$ cat config.mk
export PLATFORM = sky130hd
export DESIGN_NAME = tmds_frame_receiver
export DESIGN_NICKNAME = d
export VERILOG_FILES = /design/src/rtl/tmds_pkg.sv /design/src/rtl/tmds_decoder.sv /design/src/rtl/tmds_frame_receiver.sv
export SDC_FILE = /design/constraint.sdc
export NUM_CORES = 1
export LEC_CHECK = 0
export BUFFER_PORTS_ARGS = -buffer_cell sky130_fd_sc_hd__buf_4
export CAP_MARGIN = 5
export CORE_MARGIN = 2
export CORE_UTILIZATION = 45
export DETAILED_ROUTE_END_ITERATION = 7
export PLACE_DENSITY = 0.67
export SKIP_LAST_GASP = 1
export SLEW_MARGIN = 25
export SYNTH_ARGS = -nofsm -noshare
export SYNTH_HDL_FRONTEND = slang
export SYNTH_SLANG_ARGS = --single-unit
$ cat constraint.sdc
create_clock -name clk_pixel -period 6.95 [get_ports clk_pixel]
set_input_delay 0.695 -clock clk_pixel [delete_from_list [all_inputs] [get_ports clk_pixel]]
set_output_delay 0.695 -clock clk_pixel [all_outputs]
set_load 0.02 [all_outputs]
$ cat src/rtl/tmds_pkg.sv
// Shared constants and types for the TMDS frame receiver: control tokens,
// lock-state encoding and default 720p geometry.
package tmds_pkg;

    localparam logic [9:0] CTRL_00 = 10'b1101010100;
    localparam logic [9:0] CTRL_01 = 10'b0010101011;
    localparam logic [9:0] CTRL_10 = 10'b0101010100;
    localparam logic [9:0] CTRL_11 = 10'b1010101011;

    localparam int DEFAULT_H_ACTIVE = 1280;
    localparam int DEFAULT_V_ACTIVE = 720;

    typedef enum logic [1:0] {
        SEARCH  = 2'd0,
        MEASURE = 2'd1,
        LOCKED  = 2'd2
    } lock_state_t;

endpackage

$ cat src/rtl/tmds_decoder.sv
// Combinational single-channel TMDS decoder: 10b word to 8b data or 2b
// control, with a flag telling which of the two the word is.
module tmds_decoder
    import tmds_pkg::*;
(
    input  logic [9:0] word,
    output logic [7:0] data,
    output logic [1:0] ctrl,
    output logic       is_ctrl
);

    logic [7:0] q;

    always_comb begin
        q       = word[9] ? ~word[7:0] : word[7:0];
        data    = '0;
        data[0] = q[0];
        for (int unsigned i = 1; i < 8; i++) begin
            data[i] = word[8] ? (q[i] ^ q[i-1]) : ~(q[i] ^ q[i-1]);
        end
    end

    always_comb begin
        is_ctrl = 1'b1;
        ctrl    = '0;
        case (word)
            CTRL_00: ctrl = 2'b00;
            CTRL_01: ctrl = 2'b01;
            CTRL_10: ctrl = 2'b10;
            CTRL_11: ctrl = 2'b11;
            default: is_ctrl = 1'b0;
        endcase
    end

endmodule

$ cat src/rtl/tmds_frame_receiver.sv
// Three-channel TMDS receiver: decode register, output register with
// active-region counters, frame geometry checks and lock FSM.
module tmds_frame_receiver
    import tmds_pkg::*;
#(
    parameter int H_ACTIVE    = DEFAULT_H_ACTIVE,
    parameter int V_ACTIVE    = DEFAULT_V_ACTIVE,
    parameter int LOCK_FRAMES = 2
) (
    input  logic            clk_pixel,
    input  logic            rst_n_in,
    input  logic [2:0][9:0] tmds_in,
    output logic [7:0]      red_out,
    output logic [7:0]      green_out,
    output logic [7:0]      blue_out,
    output logic            de_out,
    output logic            hs_out,
    output logic            vs_out,
    output logic [10:0]     hcount_out,
    output logic [9:0]      vcount_out,
    output logic            new_frame_out,
    output logic            locked_out,
    output logic            err_out
);

    localparam logic [11:0] H_EXP  = 12'(H_ACTIVE);
    localparam logic [9:0]  V_EXP  = 10'(V_ACTIVE);
    localparam logic [7:0]  LOCK_N = 8'(LOCK_FRAMES);

    logic [7:0] dec_data [3];
    logic [1:0] dec_ctrl [3];
    logic [2:0] dec_is_ctrl;

    tmds_decoder u_dec_blue  (.word(tmds_in[0]), .data(dec_data[0]), .ctrl(dec_ctrl[0]), .is_ctrl(dec_is_ctrl[0]));
    tmds_decoder u_dec_green (.word(tmds_in[1]), .data(dec_data[1]), .ctrl(dec_ctrl[1]), .is_ctrl(dec_is_ctrl[1]));
    tmds_decoder u_dec_red   (.word(tmds_in[2]), .data(dec_data[2]), .ctrl(dec_ctrl[2]), .is_ctrl(dec_is_ctrl[2]));

    // Sync comes from the blue channel only.
    logic unused_ctrl;
    assign unused_ctrl = ^{dec_ctrl[1], dec_ctrl[2]};

    logic all_data, all_ctrl;
    assign all_data = ~|dec_is_ctrl;
    assign all_ctrl = &dec_is_ctrl;

    logic [7:0] s1_red, s1_green, s1_blue;
    logic       s1_de, s1_hs, s1_vs, s1_err;

    always_ff @(posedge clk_pixel or negedge rst_n_in) begin
        if (!rst_n_in) begin
            s1_red   <= '0;
            s1_green <= '0;
            s1_blue  <= '0;
            s1_de    <= 1'b0;
            s1_hs    <= 1'b0;
            s1_vs    <= 1'b0;
            s1_err   <= 1'b0;
        end else begin
            s1_de    <= all_data;
            s1_err   <= ~all_data & ~all_ctrl;
            s1_red   <= all_data ? dec_data[2] : '0;
            s1_green <= all_data ? dec_data[1] : '0;
            s1_blue  <= all_data ? dec_data[0] : '0;
            if (all_ctrl) begin
                s1_hs <= dec_ctrl[0][0];
                s1_vs <= dec_ctrl[0][1];
            end
        end
    end

    lock_state_t state, state_nx;
    logic [7:0]  good_cnt, good_nx;
    logic        frame_bad, frame_bad_nx;
    logic        armed, armed_nx;
    logic        de_rise, de_fall, vs_rise;
    logic        line_bad, frame_mis, new_frame_nx;
    logic [10:0] hcount_nx;
    logic [9:0]  vcount_line, vcount_nx;

    always_comb begin
        de_rise = s1_de & ~de_out;
        de_fall = ~s1_de & de_out;
        vs_rise = s1_vs & ~vs_out;

        hcount_nx = hcount_out;
        if (de_rise) begin
            hcount_nx = '0;
        end else if (s1_de && hcount_out != '1) begin
            hcount_nx = hcount_out + 11'd1;
        end

        // The finishing line is counted before the frame check sees vcount.
        vcount_line = vcount_out;
        if (de_fall && vcount_out != '1) begin
            vcount_line = vcount_out + 10'd1;
        end
        vcount_nx = vs_rise ? '0 : vcount_line;

        line_bad     = de_fall && (({1'b0, hcount_out} + 12'd1) != H_EXP);
        frame_mis    = vs_rise && (vcount_line != V_EXP);
        frame_bad_nx = vs_rise ? 1'b0 : (frame_bad | line_bad | s1_err);
        armed_nx     = vs_rise ? 1'b1 : (s1_de ? 1'b0 : armed);
        new_frame_nx = s1_de & armed;

        state_nx = state;
        good_nx  = good_cnt;
        case (state)
            SEARCH: begin
                if (vs_rise) begin
                    state_nx = MEASURE;
                    good_nx  = '0;
                end
            end
            MEASURE: begin
                if (vs_rise) begin
                    if (frame_bad | line_bad | s1_err | frame_mis) begin
                        state_nx = SEARCH;
                    end else begin
                        good_nx = good_cnt + 8'd1;
                        if (good_nx >= LOCK_N) state_nx = LOCKED;
                    end
                end
            end
            LOCKED: begin
                if (line_bad | s1_err | frame_mis) state_nx = SEARCH;
            end
            default: state_nx = SEARCH;
        endcase
    end

    always_ff @(posedge clk_pixel or negedge rst_n_in) begin
        if (!rst_n_in) begin
            red_out       <= '0;
            green_out     <= '0;
            blue_out      <= '0;
            de_out        <= 1'b0;
            hs_out        <= 1'b0;
            vs_out        <= 1'b0;
            err_out       <= 1'b0;
            new_frame_out <= 1'b0;
            hcount_out    <= '0;
            vcount_out    <= '0;
            frame_bad     <= 1'b0;
            armed         <= 1'b0;
            good_cnt      <= '0;
            state         <= SEARCH;
        end else begin
            red_out       <= s1_red;
            green_out     <= s1_green;
            blue_out      <= s1_blue;
            de_out        <= s1_de;
            hs_out        <= s1_hs;
            vs_out        <= s1_vs;
            err_out       <= s1_err;
            new_frame_out <= new_frame_nx;
            hcount_out    <= hcount_nx;
            vcount_out    <= vcount_nx;
            frame_bad     <= frame_bad_nx;
            armed         <= armed_nx;
            good_cnt      <= good_nx;
            state         <= state_nx;
        end
    end

    assign locked_out = (state == LOCKED);

endmodule
==> results of run 1 <==
## state kept, by name (all words and copies together), names as in the netlist, 2 cells and up
name	cells
state	2
s1_blue	8
vcount_out	10
s1_green	8
green_out	8
red_out	8
s1_red	8
good_cnt	8
hcount_out	11
blue_out	8
## placed cells by master, fill, tap and decap left out, types with 10 or more instances in the layout
master,netlist,routed
ha_1,10,10
nand2_1,33,33
o21ai_0,22,22
inv_1,22,22
nand3_1,25,25
buf_4,0,83
nor2_1,51,51
a21oi_1,14,14
dfrtp_1,90,90
xnor2_1,36,36
## per-stage QoR
step,instances,util (%),area [sq um],total power [mW]
5_1_grt,641,56.4,5230,1.40
3_3_place_gp,625,54.2,5030,0.967
6_report,641,56.4,5230,1.32
4_1_cts,641,56.4,5230,1.34
3_5_place_dp,625,54.2,5030,0.975
2_1_floorplan,427,-,4310,0.838
## metal layers
| metal | GRT usage, % | share of wire, % | up-vias | wire, um |
|---|---|---|---|---|
| met5 | 0 | 0 | - | 0 |
| met3 | 5.81 | 6.5 | 6 | 572 |
| met4 | 5.33 | 0.87 | 0 | 77 |
| li1 | - | - | 1634 | - |
| met1 | 23.8 | 42 | 1611 | 3730 |
| met2 | 30.5 | 51 | 92 | 4480 |
## kinds of logic (layout without fill, tap and decap cells)
family,Yosys count,in the layout,share of synthesized area [%]
buffers and inverters,36,121,3.45
multiplexers,8,8,1.94
flip-flops,90,90,52.2
AND/OR/NAND/NOR,179,179,21.6
XOR/XNOR,39,39,7.92
adder cells (fa/ha/maj),10,10,2.90
AO/OA/AOI/OAI,65,65,9.95
## worst register-to-register path, stage by stage, from the launching register on
cell	delay (ns)
dfrtp_1	0.65
nand4b_1	0.36
a211oi_1	0.52
a21oi_1	0.17
nand4b_1	0.26
nor3_1	0.65
mux2_2	0.41
a22o_1	0.17
## power breakdown
part	internal, mW	switching, mW
clock network	0.170	0.193
logic	0.140	0.163
registers	0.594	0.0628
total	0.904	0.419
## final cells by class
class,instances,area [sq um]
Timing Repair Buffer,83,623
Multi-Input combinational cell,301,1910
Clock buffer,9,124
Fill cell,843,4050
Sequential cell,90,2250
Clock inverter,7,76.3
Tap cell,129,161
Inverter,22,82.6
## how the worst max path moves through the flow
stage | startpoint | endpoint | slack [ns] | depth (start not counted)
floorplan | vcount_out[0] | good_cnt[0] | 4.13 | 8
global placement | s1_de | good_cnt[0] | 3.78 | 7
detailed placement | s1_de | good_cnt[0] | 3.66 | 7
CTS | s1_de | good_cnt[0] | 3.66 | 7
global route | s1_de | good_cnt[0] | 3.41 | 7
finish | s1_de | good_cnt[0] | 3.67 | 7
==> run_results.csv, run 1 <==
group,metric,value,unit
sta,fin_crit,3.28,ns
yosys,synth_flop_cell,"dfrtp_1",
floorplanning,ios,83,
yosys,synth.most_common_cell,"dfrtp_1",
grt,grt_usage,18.6,%
yosys,synth.net_count,469,
flow_run,max-cap-violations,0,
cts,cts_hold_buf,0,
cts,clkLatencyLatePin,0.35,ns
setup_path,rrSetupSlack,3.67,ns
setup_path,critPathKind,"reg2reg",
cts,root_buffer,"clkbuf_8",
power,ir_drop,121,uV
detailed_routing,drt-total-wl,8.86,mm
sta,slew_headroom,39.1,%
detailed_routing,vias,3343,
placement,place_ws,3.66,ns
placement,globalplace.congestion,0.860,
sta,finalSetupViolCount,0,
cts,cts_resized,0,
floorplanning,die_h,102,um
yosys,ys_ff_latch,90,
cts,clk_path_buf_depth,2,
yosys,yosys.area.top_type,"dfrtp_1",
floorplanning,core_area,9280,sq um
detailed_routing,post_drt_wl_per_cell,13.8,um
sta,post-route-period-util,47.1,%
sta,tns,0,ns
grt,grt_pass1_vias,3183,
yosys,synth_edf_count,0,
yosys,synth_top_area_share,52.2,%
setup_path,crit_family,"simple AND/OR/NAND/NOR gates",
yosys,synth.cell_area,4310,sq um
layout,area_growth,21.3,%
setup_path,crit_chain,"nand4b_1 > a211oi_1 > a21oi_1 > nand4b_1 > nor3_1 > mux2_2 > a22o_1",
detailed_routing,ant_nets,0,
placement,portBuffers,82,
power,p_leak,2.43,nW
sta,max_freq,305,MHz
yosys,yosys-top-cells-area,"dfrtp_1 (52%), xnor2_1 (7.3%), nor2_1 (4.4%)",
cts,post_cts_buffers,0,
setup_path,crit_buf_inv,0,
yosys,syn_inst,427,
cts,cts_tree,"yes",
setup_path,crit_arrival,3.53,ns
grt,overflow,0,
setup_path,rr_startpoint,"s1_de",
floorplanning,start_util,46.5,%
yosys,yosysSeqAreaShare,52.2,%
worst_hold_path,hp-class,"in2async",
layout,drive_gt1_share,22.5,%
layout,diodes,0,
detailed_routing,drc,0,
layout,final_nets,549,
setup_path,end_kind,"flip-flop",
sta,hold_violations,0,
floorplanning,die_x,102,um
outcome,status,"completed",
setup_path,cp_max_fo,27,
cts,cts.htree.levels,3,
sta,drv_slew,0,
yosys,synth_common_cells,"dfrtp_1 (90), nor2_1 (51), xnor2_1 (36)",
cts,cts_buffers,9,
setup_path,crit_top_cell,"nand4b_1",
setup_path,cp.required,7.20,ns
floorplanning,die_area,10400,sq um
setup_path,r2r_cells,7,
floorplanning,rows,35,
grt,grt_pass1_wl,15.1,mm
detailed_routing,drt_pass1_iterations,5,
yosys,ys_async_sr_fraction,100,%
setup_path,r2r_end,"good_cnt[0]",
cts,clk_pin_slew,0.10,ns
setup_path,crit_path_max_incr_delay,0.65,ns
sta,tightest_slew,0.912,ns
power,powerDensity,253,nW/um^2
detailed_routing,dr.first_iter.drc_count,104,
detailed_routing,vias_per_cell,5.22,
placement,hpwl,6.38,mm
sta,skew,0.0102,ns
sta,rsz0062_at_grt,"false",
yosys,yosys_warnings,0,
setup_path,start_kind,"flip-flop",
sta,worst_slack,3.67,ns
yosys,syn_area_per_cell,10.1,sq um
cts,cts.sinks,90,
yosys,yosysUniqueCellTypes,62,
sta,hold_slack,0.220,ns
grt,antenna_found_initial,0,
setup_path,critPathSlowestCell,"dfrtp_1",
grt,grt_max_degree,70,
(Power assumes the default switching activity.)
==> inputs of run 2 (changes only) <==
--- a/config.mk
+++ b/config.mk
@@ -5,6 +5,7 @@
 export SDC_FILE = /design/constraint.sdc
 export NUM_CORES = 1
 export LEC_CHECK = 0
+export ABC_AREA = 1
 export BUFFER_PORTS_ARGS = -buffer_cell sky130_fd_sc_hd__buf_4
 export CAP_MARGIN = 5
 export CORE_MARGIN = 2
==> constraint.sdc (replaced) <==
create_clock -name clk_pixel -period 3.35 [get_ports clk_pixel]
set_input_delay 0.335 -clock clk_pixel [delete_from_list [all_inputs] [get_ports clk_pixel]]
set_output_delay 0.335 -clock clk_pixel [all_outputs]
set_load 0.02 [all_outputs]
==> run_results.csv, run 2 <==
group,metric,value,unit
detailed_routing,ant_nets,0,
yosys,yosys_warnings,0,
grt,overflow,0,
layout,reg_top3,"hcount_out (11), vcount_out (10)",
setup_path,cp_max_fo,15,
grt,antenna_found_initial,0,
setup_path,critPathKind,"reg2reg",
cts,root_buffer,"clkbuf_8",
layout,final_nets,624,
layout,mostFrequentLayoutCell,"nand2_1",
sta,rsz0062_at_grt,"false",
floorplanning,die_h,102,um
power,clkPwrFrac,28.2,%
yosys,yosys-top-cells-area,"dfrtp_1 (52%), nand2_1 (9.7%), nor2_1 (6.0%)",
setup_path,end_kind,"flip-flop",
yosys,yosys.area.top_type,"dfrtp_1",
yosys,synth_common_cells,"nand2_1 (112), dfrtp_1 (90), nor2_1 (69)",
sta,finalSetupViolCount,0,
yosys,syn_area_per_cell,8.77,sq um
sta,hold_slack,-0.00350,ns
layout,fillers,891,
sta,worst_slack,1.04,ns
cts,clkLatencyLatePin,0.36,ns
power,finalPower,2.74,mW
yosys,ys_async_sr_fraction,100,%
sta,post-route-period-util,68.9,%
power,p_sw_share,32.1,%
grt,grt_usage,18.2,%
outcome,status,"finished, violations left",
sta,tightest_slew,0.721,ns
outcome,violations,"hold timing",
sta,max_freq,433,MHz
layout,drive_gt1_share,23.3,%
cts,clk_path_buf_depth,2,
sta,fin_crit,2.31,ns
yosys,synth_edf_count,0,
worst_hold_path,hp-class,"in2async",
cts,cts.sinks,90,
grt,grt_pass1_vias,3410,
grt,met1_usage,22.8,%
yosys,synth.net_count,535,
setup_path,start_kind,"flip-flop",
floorplanning,die_area,10400,sq um
cts,cts_tree,"yes",
sta,slew_headroom,51.8,%
detailed_routing,vias_per_cell,4.74,
detailed_routing,post_drt_wl_per_cell,12.2,um
floorplanning,start_util,46.6,%
layout,diodes,0,
setup_path,cp.required,3.59,ns
cts,clk_pin_slew,0.10,ns
detailed_routing,drc,0,
layout,area_growth,22.3,%
flow_run,max-cap-violations,0,
detailed_routing,drt_pass1_iterations,6,
cts,post_cts_buffers,0,
layout,multi_input_area,1790,sq um
yosys,yosysUniqueCellTypes,34,
grt,grt_max_degree,51,
yosys,ys_ff_latch,90,
yosys,syn_inst,493,
detailed_routing,drt-total-wl,8.72,mm
cts,cts_resized,0,
power,ir_drop,257,uV
sta,tns,0,ns
sta,hold_violations,5,
yosys,synth_flop_cell,"dfrtp_1",
power,powerDensity,518,nW/um^2
layout,largest_reg_flops,11,
layout,fin_util,57.0,%
placement,portBuffers,82,
placement,dp.cells,700,
cts,cts.htree.levels,3,
yosys,synth_top_area_share,52.1,%
floorplanning,rows,35,
layout,mostFrequentLayoutCells,"nand2_1 (112), dfrtp_1 (90), buf_4 (85), nor2_1 (69), inv_1 (54)",
power,p_leak,2.69,nW
detailed_routing,dr.first_iter.drc_count,99,
power,switchingPower,0.880,mW
yosys,synth.cell_area,4320,sq um
grt,top_usage_layer,"met2",
layout,seqCellArea,2250,sq um
layout,regMostFlops,"hcount_out",
cts,cts_hold_buf,0,
detailed_routing,vias,3396,
grt,grt_pass1_wl,15.0,mm
floorplanning,ios,83,
power,p_seq_share,48.4,%
layout,fin_cells,716,
grt,grt_util_met3,3.97,%
yosys,synth.most_common_cell,"nand2_1",
cts,cts_buffers,9,
setup_path,crit_arrival,2.55,ns
sta,skew,0.0129,ns
placement,globalplace.congestion,0.876,
yosys,yosysSeqAreaShare,52.1,%
grt,use_met2,31.1,%
power,p_comb_share,23.4,%
sta,drv_slew,0,
power,p_int,1.86,mW
placement,place_ws,0.916,ns
floorplanning,die_x,102,um
floorplanning,core_area,9280,sq um
placement,hpwl,6.55,mm
==> run 2: changes by cell type after synthesis, sizes merged, moves of 5 or more <==
cell,previous run,this run
nand2,34,120
inv,22,60
xnor2,36,12
xor2,3,27
nor2,51,74
a21oi,14,5
clkbuf,10,2
and3,6,0
nand2b,6,0
mux2i,5,0
nand3,26,31
==> run 2: through the flow <==
step	instance area [sq um]	hold WS, ns
final	5290	-0.00350
after global routing	5290	0.0463
after CTS	5290	0.0164
after detailed placement	5080	0.335
after global placement	5080	0.332
after floorplan	4320	0.0394
==> run 2: power by group through the flow <==
stage	logic, mW	clock network, mW	registers [mW]
after floorplan	0.264	0	1.44
after global placement	0.640	0	1.34
after detailed placement	0.647	0	1.35
after CTS	0.648	0.800	1.33
after global routing	0.710	0.844	1.35
final	0.642	0.772	1.33
==> run 2: path summary, 6_finish.rpt <==
kind	start	end	slack, ns	cells past startpoint
max	hcount_out[0]	good_cnt[3]	1.04	16
min	rst_n_in	hcount_out[5]	-0.003	1
max reg2reg	hcount_out[0]	good_cnt[3]	1.04	16
min reg2reg	s1_red[4]	red_out[4]	0.35	0
max in group asynchronous	rst_n_in	s1_green[6]	2.62	2
min in group clk_pixel	tmds_in[19]	s1_green[0]	0.23	3
==> run 2: cells by family after synthesis <==
family | synth area share (%)
muxes | 0.260
adders and majority gates | 2.89
and+or+nand+nor | 25.7
AOI/OAI and AO/OA | 4.60
xor gates and xnor gates | 7.90
DFF | 52.1
buffers and inverters | 6.51
==> run 2: critical path: stages (launching register included) <==
cell     delay, ns
dfrtp_1       0.48
ha_1          0.26
nand2_1       0.10
nor2_1        0.21
nand2_1       0.08
nand2_1       0.08
nand2_1       0.06
nor2_1        0.10
nand3_1       0.08
nand2_1       0.06
nand2_1       0.08
nor2_2        0.14
nand2_2       0.09
nand2_2       0.08
nand2_4       0.13
nand2_1       0.11
o21ai_2       0.05
==> run 2: layout make-up <==
class	count	area share [%]
Clock inverter	6	1.40
Clock buffer	10	2.60
Inverter	63	4.47
Multi-Input combinational cell	333	33.8
Sequential cell	90	42.6
Timing Repair Buffer	85	12.1
Tap cell	129	3.05
==> run 2: routing by layer <==
metal	part of all wire, %	up-vias
li1	-	1720
met1	45	1585
met2	48	78
met3	5.4	13
met4	1.5	0
met5	0	-
==> inputs of run 3 (changes only) <==
--- a/config.mk
+++ b/config.mk
@@ -5,13 +5,13 @@
 export SDC_FILE = /design/constraint.sdc
 export NUM_CORES = 1
 export LEC_CHECK = 0
-export ABC_AREA = 1
+export ABC_AREA = 0
 export BUFFER_PORTS_ARGS = -buffer_cell sky130_fd_sc_hd__buf_4
 export CAP_MARGIN = 5
 export CORE_MARGIN = 2
 export CORE_UTILIZATION = 45
 export DETAILED_ROUTE_END_ITERATION = 7
-export PLACE_DENSITY = 0.67
+export PLACE_DENSITY = 0.7
 export SKIP_LAST_GASP = 1
 export SLEW_MARGIN = 25
 export SYNTH_ARGS = -nofsm -noshare
==> constraint.sdc (replaced) <==
create_clock -name clk_pixel -period 2.1 [get_ports clk_pixel]
set_input_delay 0.21 -clock clk_pixel [delete_from_list [all_inputs] [get_ports clk_pixel]]
set_output_delay 0.21 -clock clk_pixel [all_outputs]
set_load 0.02 [all_outputs]
==> run_results.csv, run 3 (synthesized netlist as in run 1, its figures left out) <==
group,metric,value,unit
layout,regMostFlops,"hcount_out",
floorplanning,die_area,10400,sq um
power,finalPower,4.60,mW
layout,drive_gt1_share,35.9,%
placement,place_ws,-0.612,ns
power,powerDensity,770,nW/um^2
setup_path,critPathKind,"reg2reg",
layout,fin_cells,719,
setup_path,r2r_end,"good_cnt[3]",
layout,final_area,5970,sq um
layout,fillers,767,
layout,mostFrequentLayoutCell,"buf_4",
setup_path,cp_max_fo,5,
setup_path,crit_arrival,2.95,ns
cts,root_buffer,"clkbuf_8",
layout,multi_input_area,2030,sq um
power,p_leak,2.81,nW
detailed_routing,vias,3659,
cts,cts_tree,"yes",
cts,clkLatencyLatePin,0.36,ns
layout,final_nets,627,
placement,globalplace.congestion,0.903,
sta,fin_crit,2.66,ns
detailed_routing,drc,0,
sta,hold_slack,0.105,ns
setup_path,end_kind,"flip-flop",
setup_path,cp.required,2.39,ns
detailed_routing,post_drt_wl_per_cell,14.1,um
sta,post-route-period-util,127,%
flow_run,max-cap-violations,0,
setup_path,rrSetupSlack,-0.56,ns
placement,hpwl,7.44,mm
sta,worst_slack,-0.562,ns
detailed_routing,dr.first_iter.drc_count,96,
floorplanning,start_util,46.5,%
detailed_routing,ant_nets,0,
placement,portBuffers,82,
sta,max_freq,376,MHz
layout,diodes,0,
setup_path,r2r_cells,7,
layout,largest_reg_flops,11,
floorplanning,die_h,102,um
setup_path,start_kind,"flip-flop",
floorplanning,core_area,9280,sq um
cts,cts.sinks,90,
power,ir_drop,440,uV
sta,hold_violations,0,
cts,clk_path_buf_depth,2,
layout,mostFrequentLayoutCells,"buf_4 (152), dfrtp_1 (81), nor2_1 (51), xnor2_1 (36), nand2_1 (33)",
worst_hold_path,hold_end,"s1_green[0]",
cts,clk_pin_slew,0.09,ns
sta,tightest_slew,0.576,ns
sta,rsz0062_at_grt,"true",
sta,drv_slew,0,
setup_path,rr_startpoint,"s1_de",
detailed_routing,drt_pass1_iterations,4,
grt,grt_pass1_vias,3732,
floorplanning,ios,83,
worst_hold_path,hp-class,"in2reg",
sta,skew,0.00714,ns
layout,reg_top3,"hcount_out (11), vcount_out (10)",
layout,area_growth,38.5,%
worst_hold_path,hold_depth,3,
detailed_routing,vias_per_cell,5.09,
sta,slew_headroom,61.6,%
floorplanning,rows,35,
outcome,violations,"setup timing",
grt,grt_max_degree,50,
floorplanning,die_x,102,um
placement,dp.cells,695,
outcome,status,"finished, violations left",
grt,antenna_found_initial,0,
placement,place_area,5640,sq um
grt,grt_pass1_wl,17.0,mm
layout,seqCellArea,2260,sq um
sta,finalSetupViolCount,10,
detailed_routing,drt-total-wl,10.1,mm
grt,grt_usage,20.7,%
cts,cts.htree.levels,3,
cts,cts_buffers,9,
grt,overflow,0,
worst_hold_path,min_from,"tmds_in[19]",
[run 3: metal layers]
layer / global-route usage (%) / share of wire [%] / wire, um / up-vias
li1: - / - / - / 1797
met1: 25.4 / 43 / 4350 / 1753
met2: 34.0 / 49 / 4950 / 86
met3: 6.43 / 5.2 / 528 / 23
met4: 8.82 / 2.8 / 285 / 0
met5: 0 / 0 / 0 / -
[run 3: critical path, stage by stage (launching register included)]
cell	delay [ns]
dfrtp_1	0.40
nand4b_1	0.24
or4_4	0.47
a221oi_2	0.26
nand4b_1	0.18
or3_4	0.43
or4_1	0.52
nand3_1	0.10
[run 3: worst max-delay path by stage]
stage             startpoint     endpoint  slack, ns  depth (start not counted)
2_1_floorplan  vcount_out[4]  good_cnt[3]      -0.53                          9
3_3_place_gp           s1_de  good_cnt[3]      -0.50                          7
3_5_place_dp           s1_de  good_cnt[3]      -0.61                          7
4_1_cts                s1_de  good_cnt[3]      -0.52                          7
5_1_grt                s1_de  good_cnt[5]      -0.65                          9
6_report               s1_de  good_cnt[3]      -0.56                          7
[run 3: through the flow]
| step | setup TNS [ns] | utilization (%) |
|---|---|---|
| after floorplan | -3.03 | - |
| after global placement | -3.18 | 60.8 |
| after detailed placement | -4.35 | 60.8 |
| after CTS | -4.06 | 64.0 |
| after global routing | -5.25 | 64.3 |
| final | -4.28 | 64.3 |
[run 3: layout make-up]
type | count | share of cell area [%]
repair buffers | 160 | 20.9
clock inverters | 6 | 0.901
flip-flops and latches | 90 | 37.9
multi-input cells | 302 | 33.9
clock buffers | 10 | 2.30
inverters | 22 | 1.38
well taps | 129 | 2.70
[run 3: power by group]
group          internal (mW)  total, mW  switching (mW)  leakage (nW)
Sequential              1.97       2.15           0.185          1.09
Clock                  0.486       1.14           0.656        0.0958
Combinational          0.650       1.31           0.655          1.62
Total                   3.10       4.60            1.50          2.81
[run 3: repair_timing]
action	4_1_cts	5_1_grt
setup buffers	6	2
hold buffers	1	0
resized for setup	11	7
cloned	1	0
endpoints found under the hold margin	24	0
endpoints found under the setup margin	10	14
pin swaps	12	6
